[config.mk]
export PLATFORM = sky130hd
export DESIGN_NAME = paddle_drawer
export DESIGN_NICKNAME = d
export VERILOG_FILES = /design/src/rtl/paddle_pkg.sv /design/src/rtl/pixel_scan.sv /design/src/rtl/paddle_drawer.sv
export SDC_FILE = /design/constraint.sdc
export NUM_CORES = 1
export LEC_CHECK = 0
export CAP_MARGIN = 20
export CORE_MARGIN = 5
export CORE_UTILIZATION = 63
export DETAILED_ROUTE_END_ITERATION = 8
export PLACE_DENSITY = 0.86
export SLEW_MARGIN = 10
export SYNTH_ARGS = -nofsm -noshare
export SYNTH_HDL_FRONTEND = slang
export SYNTH_SLANG_ARGS = --single-unit
export TNS_END_PERCENT = 10
[constraint.sdc]
create_clock -name clk -period 5.9 [get_ports clk]
set_input_delay 1.18 -clock clk [delete_from_list [all_inputs] [get_ports clk]]
set_output_delay 1.18 -clock clk [all_outputs]
set_load 0.05 [all_outputs]
[src/rtl/paddle_pkg.sv]
// Shared definitions for the paddle drawer: FSM encoding, datapath widths
// and the default paddle/erase colours.
package paddle_pkg;

    localparam int unsigned COORD_W = 10;
    localparam int unsigned ROW_W   = 3;
    localparam int unsigned COL_W   = 3;

    localparam logic [COL_W-1:0] FG = 3'b100;
    localparam logic [COL_W-1:0] BG = 3'b000;

    typedef enum logic [1:0] {
        ST_IDLE  = 2'd0,
        ST_ERASE = 2'd1,
        ST_DRAW  = 2'd2,
        ST_DONE  = 2'd3
    } state_e;

endpackage

[src/rtl/pixel_scan.sv]
// Rectangle scan counters: qx runs 0..PW-1 fastest, then qy 0..PH-1.
// Ports: clk, resetn, clear (restart at pixel 0, wins over advance),
// advance (step to next pixel), qx/qy (current pixel), row_end_c (qx at
// last column), last_c (current pixel is the final one of the rectangle).
module pixel_scan
    import paddle_pkg::*;
#(
    parameter int unsigned PW = 20,
    parameter int unsigned PH = 2
) (
    input  logic               clk,
    input  logic               resetn,
    input  logic               clear,
    input  logic               advance,
    output logic [COORD_W-1:0] qx,
    output logic [ROW_W-1:0]   qy,
    output logic               row_end_c,
    output logic               last_c
);

    localparam logic [COORD_W-1:0] QX_LAST = COORD_W'(PW - 1);
    localparam logic [ROW_W-1:0]   QY_LAST = ROW_W'(PH - 1);

    always_comb begin
        row_end_c = (qx == QX_LAST);
        last_c    = row_end_c && (qy == QY_LAST);
    end

    // Column counter wraps into the row counter.
    always_ff @(posedge clk or negedge resetn) begin
        if (!resetn) begin
            qx <= '0;
            qy <= '0;
        end else if (clear) begin
            qx <= '0;
            qy <= '0;
        end else if (advance) begin
            if (row_end_c) begin
                qx <= '0;
                qy <= qy + ROW_W'(1);
            end else begin
                qx <= qx + COORD_W'(1);
            end
        end
    end

endmodule

[src/rtl/paddle_drawer.sv]
// Paddle position tracker and redraw engine. Moves the paddle on enable
// ticks and, on a draw request, erases the previously drawn rectangle (only
// if the paddle moved) and draws it at the new position, one pixel a cycle.
// Ports: clk, resetn (async, active low); left/right/enable movement;
// draw start request; x/y/colour/writeEn pixel stream (registered);
// busy during ERASE/DRAW; done one-cycle completion pulse; pos_x paddle edge.
module paddle_drawer #(
    parameter int unsigned PW       = 20,
    parameter int unsigned PH       = 2,
    parameter int unsigned SCREEN_W = 160,
    parameter int unsigned Y_POS    = 64,
    parameter int unsigned X_INIT   = 32,
    parameter int unsigned STEP     = 1,
    parameter logic [2:0]  FG       = paddle_pkg::FG,
    parameter logic [2:0]  BG       = paddle_pkg::BG
) (
    input  logic       clk,
    input  logic       resetn,
    input  logic       left,
    input  logic       right,
    input  logic       enable,
    input  logic       draw,
    output logic [9:0] x,
    output logic [9:0] y,
    output logic [2:0] colour,
    output logic       writeEn,
    output logic       busy,
    output logic       done,
    output logic [9:0] pos_x
);

    import paddle_pkg::*;

    localparam logic [COORD_W-1:0] X_MAX  = COORD_W'(SCREEN_W - PW);
    localparam logic [COORD_W-1:0] X_RST  = COORD_W'(X_INIT);
    localparam logic [COORD_W-1:0] Y_BASE = COORD_W'(Y_POS);
    localparam logic [COORD_W-1:0] STEP_C = COORD_W'(STEP);

    state_e             state, state_d;
    logic [COORD_W-1:0] draw_x, draw_x_d;
    logic [COORD_W-1:0] old_x, old_x_d;
    logic               drawn_valid, drawn_valid_d;
    logic [COORD_W-1:0] x_d, y_d;
    logic [2:0]         colour_d;
    logic               we_d, busy_d, done_d;
    logic               scan_clr, scan_adv;
    logic [COORD_W-1:0] qx;
    logic [ROW_W-1:0]   qy;
    logic               row_end_c, last_c;
    logic [COORD_W:0]   pos_sum_c;

    pixel_scan #(.PW(PW), .PH(PH)) u_scan (
        .clk       (clk),
        .resetn    (resetn),
        .clear     (scan_clr),
        .advance   (scan_adv),
        .qx        (qx),
        .qy        (qy),
        .row_end_c (row_end_c),
        .last_c    (last_c)
    );

    // Movement with clamping; one extra bit keeps the right-hand sum exact.
    always_comb pos_sum_c = {1'b0, pos_x} + (COORD_W+1)'(STEP);

    always_ff @(posedge clk or negedge resetn) begin
        if (!resetn) begin
            pos_x <= X_RST;
        end else if (enable && left && !right) begin
            pos_x <= (pos_x < STEP_C) ? '0 : pos_x - STEP_C;
        end else if (enable && right && !left) begin
            pos_x <= (pos_sum_c > {1'b0, X_MAX}) ? X_MAX : pos_sum_c[COORD_W-1:0];
        end
    end

    // State and registered pixel outputs.
    always_ff @(posedge clk or negedge resetn) begin
        if (!resetn) begin
            state       <= ST_IDLE;
            draw_x      <= X_RST;
            old_x       <= X_RST;
            drawn_valid <= 1'b0;
            x           <= X_RST;
            y           <= Y_BASE;
            colour      <= BG;
            writeEn     <= 1'b0;
            busy        <= 1'b0;
            done        <= 1'b0;
        end else begin
            state       <= state_d;
            draw_x      <= draw_x_d;
            old_x       <= old_x_d;
            drawn_valid <= drawn_valid_d;
            x           <= x_d;
            y           <= y_d;
            colour      <= colour_d;
            writeEn     <= we_d;
            busy        <= busy_d;
            done        <= done_d;
        end
    end

    // Next state plus the pixel that will be presented after the edge.
    always_comb begin
        state_d       = state;
        draw_x_d      = draw_x;
        old_x_d       = old_x;
        drawn_valid_d = drawn_valid;
        x_d           = x;
        y_d           = y;
        colour_d      = colour;
        we_d          = 1'b0;
        done_d        = 1'b0;
        scan_clr      = 1'b0;
        scan_adv      = 1'b0;

        case (state)
            ST_IDLE: begin
                if (draw) begin
                    draw_x_d = pos_x;
                    scan_clr = 1'b1;
                    we_d     = 1'b1;
                    y_d      = Y_BASE;
                    if (drawn_valid && (pos_x != old_x)) begin
                        state_d  = ST_ERASE;
                        x_d      = old_x;
                        colour_d = BG;
                    end else begin
                        state_d  = ST_DRAW;
                        x_d      = pos_x;
                        colour_d = FG;
                    end
                end
            end
            ST_ERASE: begin
                we_d = 1'b1;
                if (last_c) begin
                    // Straight into DRAW so the write stream has no gap.
                    state_d  = ST_DRAW;
                    scan_clr = 1'b1;
                    x_d      = draw_x;
                    y_d      = Y_BASE;
                    colour_d = FG;
                end else begin
                    scan_adv = 1'b1;
                    if (row_end_c) begin
                        x_d = old_x;
                        y_d = y + COORD_W'(1);
                    end else begin
                        x_d = x + COORD_W'(1);
                    end
                end
            end
            ST_DRAW: begin
                if (last_c) begin
                    state_d       = ST_DONE;
                    done_d        = 1'b1;
                    old_x_d       = draw_x;
                    drawn_valid_d = 1'b1;
                end else begin
                    we_d     = 1'b1;
                    scan_adv = 1'b1;
                    if (row_end_c) begin
                        x_d = draw_x;
                        y_d = y + COORD_W'(1);
                    end else begin
                        x_d = x + COORD_W'(1);
                    end
                end
            end
            ST_DONE: begin
                state_d = ST_IDLE;
            end
            default: begin
                state_d = ST_IDLE;
            end
        endcase

        busy_d = (state_d == ST_ERASE) || (state_d == ST_DRAW);
    end

endmodule

==> results of run 1 <==
==> cell type report <==
cell class | count | area, sq um | area share [%]
clock buffers | 10 | 138 | 2.67
well taps | 99 | 124 | 2.40
inverters | 12 | 45.0 | 0.874
flip-flops and latches | 70 | 1760 | 34.1
multi-input cells | 401 | 2630 | 51.1
repair buffers | 40 | 393 | 7.63
clock inverters | 6 | 61.3 | 1.19
==> synth_stat cells, types with 6 or more instances <==
library cell  number  area, sq um
a221oi_1           8         70.1
o21ai_0           53          265
xor2_1            18          158
a21oi_1           26          130
nand3_1           11         55.1
dfrtp_1           65         1630
nor2_1            38          143
nand4_1           15         93.8
or3_1              6         37.5
inv_1             12         45.0
nor2b_1            7         43.8
ha_1              11          138
buf_2              8         40.0
nand2_1           66          248
nor3_1             9         45.0
a31oi_1            7         43.8
mux2_2            24          270
xnor2_1           14          123
clkbuf_1          19         71.3
mux2i_1            6         60.1
and3_1             9         56.3
==> cells by family after synthesis <==
| kind of cell | count (synthesis) |
|---|---|
| simple gates | 192 |
| other cells | 1 |
| compound gates | 134 |
| fa+ha+maj | 11 |
| flops | 70 |
| xor+xnor | 32 |
| buf+inv | 44 |
| mux | 30 |
==> stage by stage <==
step | std cells | utilization (%) | area (sq um) | power [uW]
floorplan | 515 | - | 4570 | 904
global placement | 622 | 69.0 | 4950 | 1010
detailed placement | 622 | 69.0 | 4950 | 1020
CTS | 638 | 71.8 | 5150 | 1410
global route | 638 | 71.8 | 5150 | 1480
finish | 638 | 71.8 | 5150 | 1400
==> critical path: cells and delay by family (launching register included) <==
family                     cells  cell delay (ps)
AOI/OAI and AO/OA              1              100
adders and majority gates      1              490
buffers and inverters          1              110
DFF                            1              430
muxes                          1              250
and+or+nand+nor                3             1740
==> sequential cells by signal, summed over array words and instances (netlist names), 2 cells and up <==
register / cells
draw_x: 10
old_x: 10
pos_x: 10
u_scan.qx: 10
x: 10
y: 10
u_scan.qy: 3
state: 2
==> cells in the final DEF (no fill, tap or decap), types with 7 or more instances in the layout <==
cell type        synthesis  final
nand2_1                 66     66
dfrtp_1                 65     65
o21ai_0                 53     53
nor2_1                  38     38
clkdlybuf4s50_1          0     38
a21oi_1                 26     26
mux2_2                  24     24
xor2_1                  18     18
nand4_1                 15     15
xnor2_1                 14     14
inv_1                   12     12
nand3_1                 11     11
ha_1                    11     11
clkbuf_8                 0     10
nor3_1                   9      9
and3_1                   9      9
a221oi_1                 8      8
nor2b_1                  7      7
a31oi_1                  7      7
==> report_power, final <==
group	switching, uW	internal [uW]
logic	240	160
clock network	184	205
registers	109	505
total	534	870
==> worst paths after layout <==
path / start / end / slack, ps / cells after the start
setup / recovery: state[0] / x[8] / 2640 / 7
hold / removal: draw_x[5] / draw_x[5] / 490 / 2
setup reg to reg: state[0] / x[8] / 2640 / 7
hold reg to reg: draw_x[5] / draw_x[5] / 490 / 2
max in group asynchronous: resetn / draw_x[2] / 4330 / 2
min in group asynchronous: resetn / y[3] / 1020 / 2
==> metal layers <==
layer | global-route usage (%) | vias up | share of wire [%]
met5 | 0 | - | 0
met4 | 10.8 | 0 | 2.3
met3 | 4.10 | 23 | 6.6
met2 | 39.2 | 176 | 46
met1 | 32.9 | 1895 | 45
li1 | - | 1903 | -
==> impl_metrics.ini, run 1 <==
[worst_setup_path]
path_max_fanout = 21
path_cells = inv_1, ha_1, and3b_1, nand4_1, nand2_1, mux2i_1, o31ai_1
cp-start-kind = flop
endpoint_kind = flop
worstPathRequired_ps = 6120
cp_slowest_cell = nand2_1
path_class = reg -> reg
cp_slowest_stage_delay_ps = 780
worstPathArrival_ps = 3480

[routing]
drt_first_pass_iters = 6
drc = 0
drt-total-wl_um = 10400
drt_first_iter_violations = 360
final_antenna_net_count = 0
post_drt_wl_per_cell_um = 16.2
num_vias = 3997
vias_per_cell = 6.26

[layout]
diodes = 0
area_growth_pct = 12.7
nets = 551
drive_gt1_share_pct = 11.7
nFillCells = 538

[cts]
clock_sinks = 70
post_cts_buffers = 0
worstSkewPairLatency_ps = 360
cts_buffer_depth = 2
cts_root_buf = clkbuf_8
h-tree-depth = 3
cts_tree = done
clk_pin_slew_ps = 80
post_cts_hold_buffer_count = 0
cts-resized-gates = 0
cts_made_buffers = 9

[die]
placementRows = 31
pin_count = 42
die_h_um = 95.2
die_x_um = 95.2
die_area_sq_mm = 0.00906
core_sq_mm = 0.00718
initial_core_util_pct = 63.7

[power]
peakVddDrop_mv = 0.292
p_leak_uw = 0.00219
power_density_mw_per_mm2 = 273

[timing]
finalHoldViolations = 0
whs_ps = 492
max_slew_margin_pct = 30.7
min_period_over_period_pct = 55.2
slew_viol_final = 0
fin_skew_ps = 8.57
setup_ws_ps = 2640
fin_crit_ps = 3260
fmax_mhz = 307
tightest_slew_ps = 1040
tns_ps = 0
setup_violations = 0
rsz0062_at_grt = no

[logic_synthesis]
synth_top_family_by_area = simple AND/OR/NAND/NOR gates
synth-seq-cells = 70
synthAdderAreaFrac_pct = 3.01
netlist_instances = 514
ys_async_sr_fraction_pct = 100
synth_compound_gate_area_share_pct = 18.8
synth-edff-count = 0
netlist_area_sq_mm = 0.00457
avgSynthCellArea_sq_um = 8.89
synth_mux_area_share_pct = 7.23
synth-simple-area-share_pct = 22.3
synthFlopType = dfrtp_1
synth-xor-area-share_pct = 6.13
yosys_warnings = 0
yosysSeqAreaShare_pct = 38.5
synth.distinct_cells = 67

[global_route]
grt_max_degree = 71
grt_pass1_vias = 3704
antenna_found_initial = 0
grt_pass1_wl_um = 17500
overflow = 0
track_usage_pct = 24.6

[place]
pre_cts_slack_ps = 2680
gp_congestion = 0.867
io_buffers = 39
place_hpwl_um = 7120

[status]
status = finished, final reports clean

[run]
cap_violations = 0

[worst_hold_path]
hp-class = reg -> reg
Power figures use the tool's default switching activity.
==> inputs of run 2 (changes only) <==
--- a/config.mk
+++ b/config.mk
@@ -7,9 +7,9 @@
 export LEC_CHECK = 0
 export CAP_MARGIN = 20
 export CORE_MARGIN = 5
-export CORE_UTILIZATION = 63
+export CORE_UTILIZATION = 58
 export DETAILED_ROUTE_END_ITERATION = 8
-export PLACE_DENSITY = 0.86
+export PLACE_DENSITY = 0.8
 export SLEW_MARGIN = 10
 export SYNTH_ARGS = -nofsm -noshare
 export SYNTH_HDL_FRONTEND = slang
==> constraint.sdc (replaced) <==
create_clock -name clk -period 3.38 [get_ports clk]
set_input_delay 0.676 -clock clk [delete_from_list [all_inputs] [get_ports clk]]
set_output_delay 0.676 -clock clk [all_outputs]
set_load 0.05 [all_outputs]
==> run 2 against run 1 <==
Compared with the run above:
- die area increased by 7.7%
- sequential share of layout area decreased by 0.091 points
- cell count increased by 1.3%
- combinational power increased by 76%
- clock power increased by 57%
- count of clock-buffer cells in the layout increased by 5
- clock skew increased by 1.8 ps
- global-route usage decreased by 2.0 points
==> impl_metrics.ini, run 2 (synthesis results as in run 1) <==
[layout]
nets = 556
fin_area_sq_mm = 0.00516
drive_gt1_share_pct = 11.8
final_common_cell = nand2_1
layout_common_cells = nand2_1 (66), dfrtp_1 (65), o21ai_0 (53), nor2_1 (38), clkdlybuf4s50_1 (38)
diodes = 0
utilization_pct = 67.2
nFillCells = 634
area_growth_pct = 13.0

[global_route]
grt_use_met3_pct = 4.60
grt_pass1_wl_um = 18200
track_usage_pct = 22.6
grt_max_degree = 30
antenna_found_initial = 0
grt_util_met2_pct = 35.6
busiest_layer = met2
grt_pass1_vias = 3724
overflow = 0
grtUsageMet1_pct = 31.8

[routing]
drc = 0
num_vias = 3969
drt-total-wl_um = 10600
drt_first_pass_iters = 5
vias_per_cell = 6.14
drt_first_iter_violations = 248
post_drt_wl_per_cell_um = 16.4
final_antenna_net_count = 0

[timing]
tightest_slew_ps = 727
slew_viol_final = 0
setup_violations = 0
max_slew_margin_pct = 51.5
fin_crit_ps = 2670
tns_ps = 0
min_period_over_period_pct = 78.9
fmax_mhz = 375
rsz0062_at_grt = no
finalHoldViolations = 0
fin_skew_ps = 10.3

[die]
pin_count = 42
placementRows = 32
initial_core_util_pct = 59.5
die_area_sq_mm = 0.00976
core_sq_mm = 0.00769
die_h_um = 98.8
die_x_um = 98.8

[power]
peakVddDrop_mv = 0.547
power_density_mw_per_mm2 = 463
p_total_uw = 2390
p_leak_uw = 0.00220

[place]
io_buffers = 39
gp_congestion = 0.891
place_area_sq_mm = 0.00499
place_hpwl_um = 7500

[cts]
cts_tree = done
post_cts_buffers = 0
cts_made_buffers = 9
cts_root_buf = clkbuf_8
h-tree-depth = 3
worstSkewPairLatency_ps = 350
post_cts_hold_buffer_count = 0
cts-resized-gates = 0
cts_buffer_depth = 2
clock_sinks = 70
clk_pin_slew_ps = 80

[worst_setup_path]
path_buf_inv = 1
path_class = reg -> out
cp_top_family = buffers and inverters
endpoint_kind = primary output
worstPathRequired_ps = 2700
cp-start-kind = flop
path_max_fanout = 17
worstPathArrival_ps = 1990
rrSetupSlack_ps = 780
cp_slowest_stage_delay_ps = 920
cp_slowest_cell = clkdlybuf4s50_1
path_cells = clkdlybuf4s50_1

[run]
cap_violations = 0

[worst_hold_path]
hp-class = in -> async

[status]
status = finished, final reports clean
==> run 2: changes by cell type in the layout (fill, tap and decap cells not counted), sizes merged <==
cell	change
buf	+5
bufinv	-1
clkinv	-3
clkbuf	+5
clkinvlp	-1
==> run 2: area by class of cell <==
cell class / instances / area, sq um / area share, %
Clock buffer: 15 / 166 / 3.22
Clock inverter: 1 / 5.00 / 0.0969
Tap cell: 102 / 128 / 2.47
Timing Repair Buffer: 45 / 430 / 8.33
Multi-Input combinational cell: 401 / 2630 / 51.0
Inverter: 12 / 45.0 / 0.872
Sequential cell: 70 / 1760 / 34.0
==> run 2: metal layers <==
metal,share of wire (%),vias up
li1,-,1914
met1,45,1897
met2,47,147
met3,6.2,11
met4,1.0,0
met5,0,-
==> run 2: power breakdown <==
group | internal (uW) | total [uW] | switching, uW
sequential | 882 | 1080 | 194
combinational | 280 | 704 | 424
clock | 307 | 610 | 303
==> run 2: final timing paths <==
check,from,to,cells past startpoint
setup / recovery,pos_x[2],pos_x[2],1
hold reg to reg,draw_x[5],draw_x[5],2
setup reg to reg,state[0],u_scan.qx[2],8
max in group asynchronous,resetn,pos_x[5],2
hold / removal,resetn,y[1],1
min in group clk,draw_x[5],draw_x[5],2
==> run 2: metrics by stage <==
| step | std cells | hold slack, ps | setup WS (ps) |
|---|---|---|---|
| 2_1_floorplan | 515 | 380 | 974 |
| 5_1_grt | 646 | 390 | 570 |
| 3_5_place_dp | 630 | 493 | 645 |
| 6_report | 646 | 344 | 712 |
| 4_1_cts | 646 | 349 | 706 |
| 3_3_place_gp | 630 | 470 | 736 |
==> inputs of run 3 (changes only) <==
--- a/config.mk
+++ b/config.mk
@@ -7,9 +7,9 @@
 export LEC_CHECK = 0
 export CAP_MARGIN = 20
 export CORE_MARGIN = 5
-export CORE_UTILIZATION = 58
+export CORE_UTILIZATION = 53
 export DETAILED_ROUTE_END_ITERATION = 8
-export PLACE_DENSITY = 0.8
+export PLACE_DENSITY = 0.77
 export SLEW_MARGIN = 10
 export SYNTH_ARGS = -nofsm -noshare
 export SYNTH_HDL_FRONTEND = slang
==> constraint.sdc (replaced) <==
create_clock -name clk -period 2.3 [get_ports clk]
set_input_delay 0.46 -clock clk [delete_from_list [all_inputs] [get_ports clk]]
set_output_delay 0.46 -clock clk [all_outputs]
set_load 0.05 [all_outputs]
==> run 3 against run 2 <==
Compared with the run above:
- critical path depth is 1 higher
- sequential power increased by 28%
- first-iteration DRC count down 2.0%
- count of clock-buffer cells in the layout down 1
- global-route usage grew 0.45 points
- sequential cell count unchanged
- worst hold slack got worse by 230 ps
- die area is 8.5% higher
- non-clock buffer count up 36
- wire length is 8.9% higher
- critical endpoint is now pos_x[8]
==> impl_metrics.ini, run 3 (synthesis results as in run 1) <==
[global_route]
antenna_found_initial = 0
grt_use_met3_pct = 4.06
overflow = 0
grt_util_met2_pct = 36.9
grt_pass1_vias = 3987
grt_pass1_wl_um = 19500
grt_max_degree = 71
busiest_layer = met2
track_usage_pct = 23.1
grtUsageMet1_pct = 32.3

[layout]
layout_common_cells = nand2_1 (66), dfrtp_1 (64), o21ai_0 (52), buf_4 (45), nor2_1 (38)
area_growth_pct = 19.8
fin_cells = 685
utilization_pct = 66.0
nFillCells = 695
drive_gt1_share_pct = 18.4
register_area_sq_mm = 0.00176
multi_input_area_sq_mm = 0.00265
final_common_cell = nand2_1
diodes = 0
nets = 592

[worst_setup_path]
cp-start-kind = flop
path_class = reg -> out
worstPathRequired_ps = 1840
path_max_fanout = 10
worstRegToRegCells = 7
worstPathArrival_ps = 1790
endpoint_kind = primary output

[power]
p_leak_uw = 0.00238
peakVddDrop_mv = 0.794
power_density_mw_per_mm2 = 687

[routing]
drc = 0
post_drt_wl_per_cell_um = 16.8
drt_first_pass_iters = 4
drt_first_iter_violations = 243
drt-total-wl_um = 11500
vias_per_cell = 6.11
num_vias = 4182
final_antenna_net_count = 0

[die]
die_area_sq_mm = 0.0106
pin_count = 42
core_sq_mm = 0.00830
die_x_um = 103
die_h_um = 103
initial_core_util_pct = 55.1
placementRows = 33

[cts]
cts_buffer_depth = 2
h-tree-depth = 3
clock_sinks = 70
cts_made_buffers = 9
post_cts_buffers = 0
worstSkewPairLatency_ps = 340
clk_pin_slew_ps = 70
cts_tree = done
cts_root_buf = clkbuf_8
post_cts_hold_buffer_count = 0

[timing]
setup_ws_ps = 50.4
rsz0062_at_grt = yes
finalHoldViolations = 0
fin_skew_ps = 8.24
setup_violations = 0
fin_crit_ps = 2250
slew_viol_final = 0
whs_ps = 117
fmax_mhz = 445
min_period_over_period_pct = 97.8
tightest_slew_ps = 510
max_slew_margin_pct = 65.9
tns_ps = 0

[worst_hold_path]
hp-class = in -> async

[place]
io_buffers = 39
dpl.cell_count = 669
pre_cts_slack_ps = 92.5
gp_congestion = 0.917
place_hpwl_um = 8260

[run]
cap_violations = 0

[status]
status = finished, final reports clean
==> run 3: stage by stage <==
step	instance area, sq um	total power, uW
2_1_floorplan	4580	2320
3_3_place_gp	5270	2750
3_5_place_dp	5270	2780
4_1_cts	5460	3760
5_1_grt	5480	3950
6_report	5480	3760
==> run 3: layout make-up <==
type / count / share of cell area (%)
inverters: 12 / 0.822
well taps: 105 / 2.40
clock inverters: 2 / 0.640
repair buffers: 81 / 12.8
multi-input cells: 401 / 48.4
clock buffers: 14 / 2.79
flip-flops and latches: 70 / 32.1
==> run 3: repair_timing <==
| item | CTS | global route |
|---|---|---|
| endpoints found under the hold margin | 0 | 0 |
| setup endpoints to repair | 0 | 4 |
| gates resized for setup | 0 | 4 |
==> run 3: final timing paths <==
kind,startpoint,endpoint,slack [ps]
max,pos_x[8],pos_x[8],50
min,resetn,u_scan.qx[8],120
max reg2reg,pos_x[1],pos_x[4],120
min reg2reg,draw_x[5],draw_x[5],490
max in group asynchronous,resetn,draw_x[5],1830
min in group clk,draw_x[5],draw_x[5],490
==> run 3: routing by layer <==
metal	routed length (um)	share of wire, %
met1	5330	46
met2	5370	47
met3	657	5.7
met4	174	1.5
met5	0	0
==> run 3: power by group <==
group | switching [uW] | internal, uW
logic | 870 | 539
clock network | 446 | 531
registers | 75.8 | 1300
==> run 3: critical path: stages, from the launching register on <==
cell and delay [ps]:
dfrtp_1 390, buf_4 230, clkdlybuf4s50_1 830
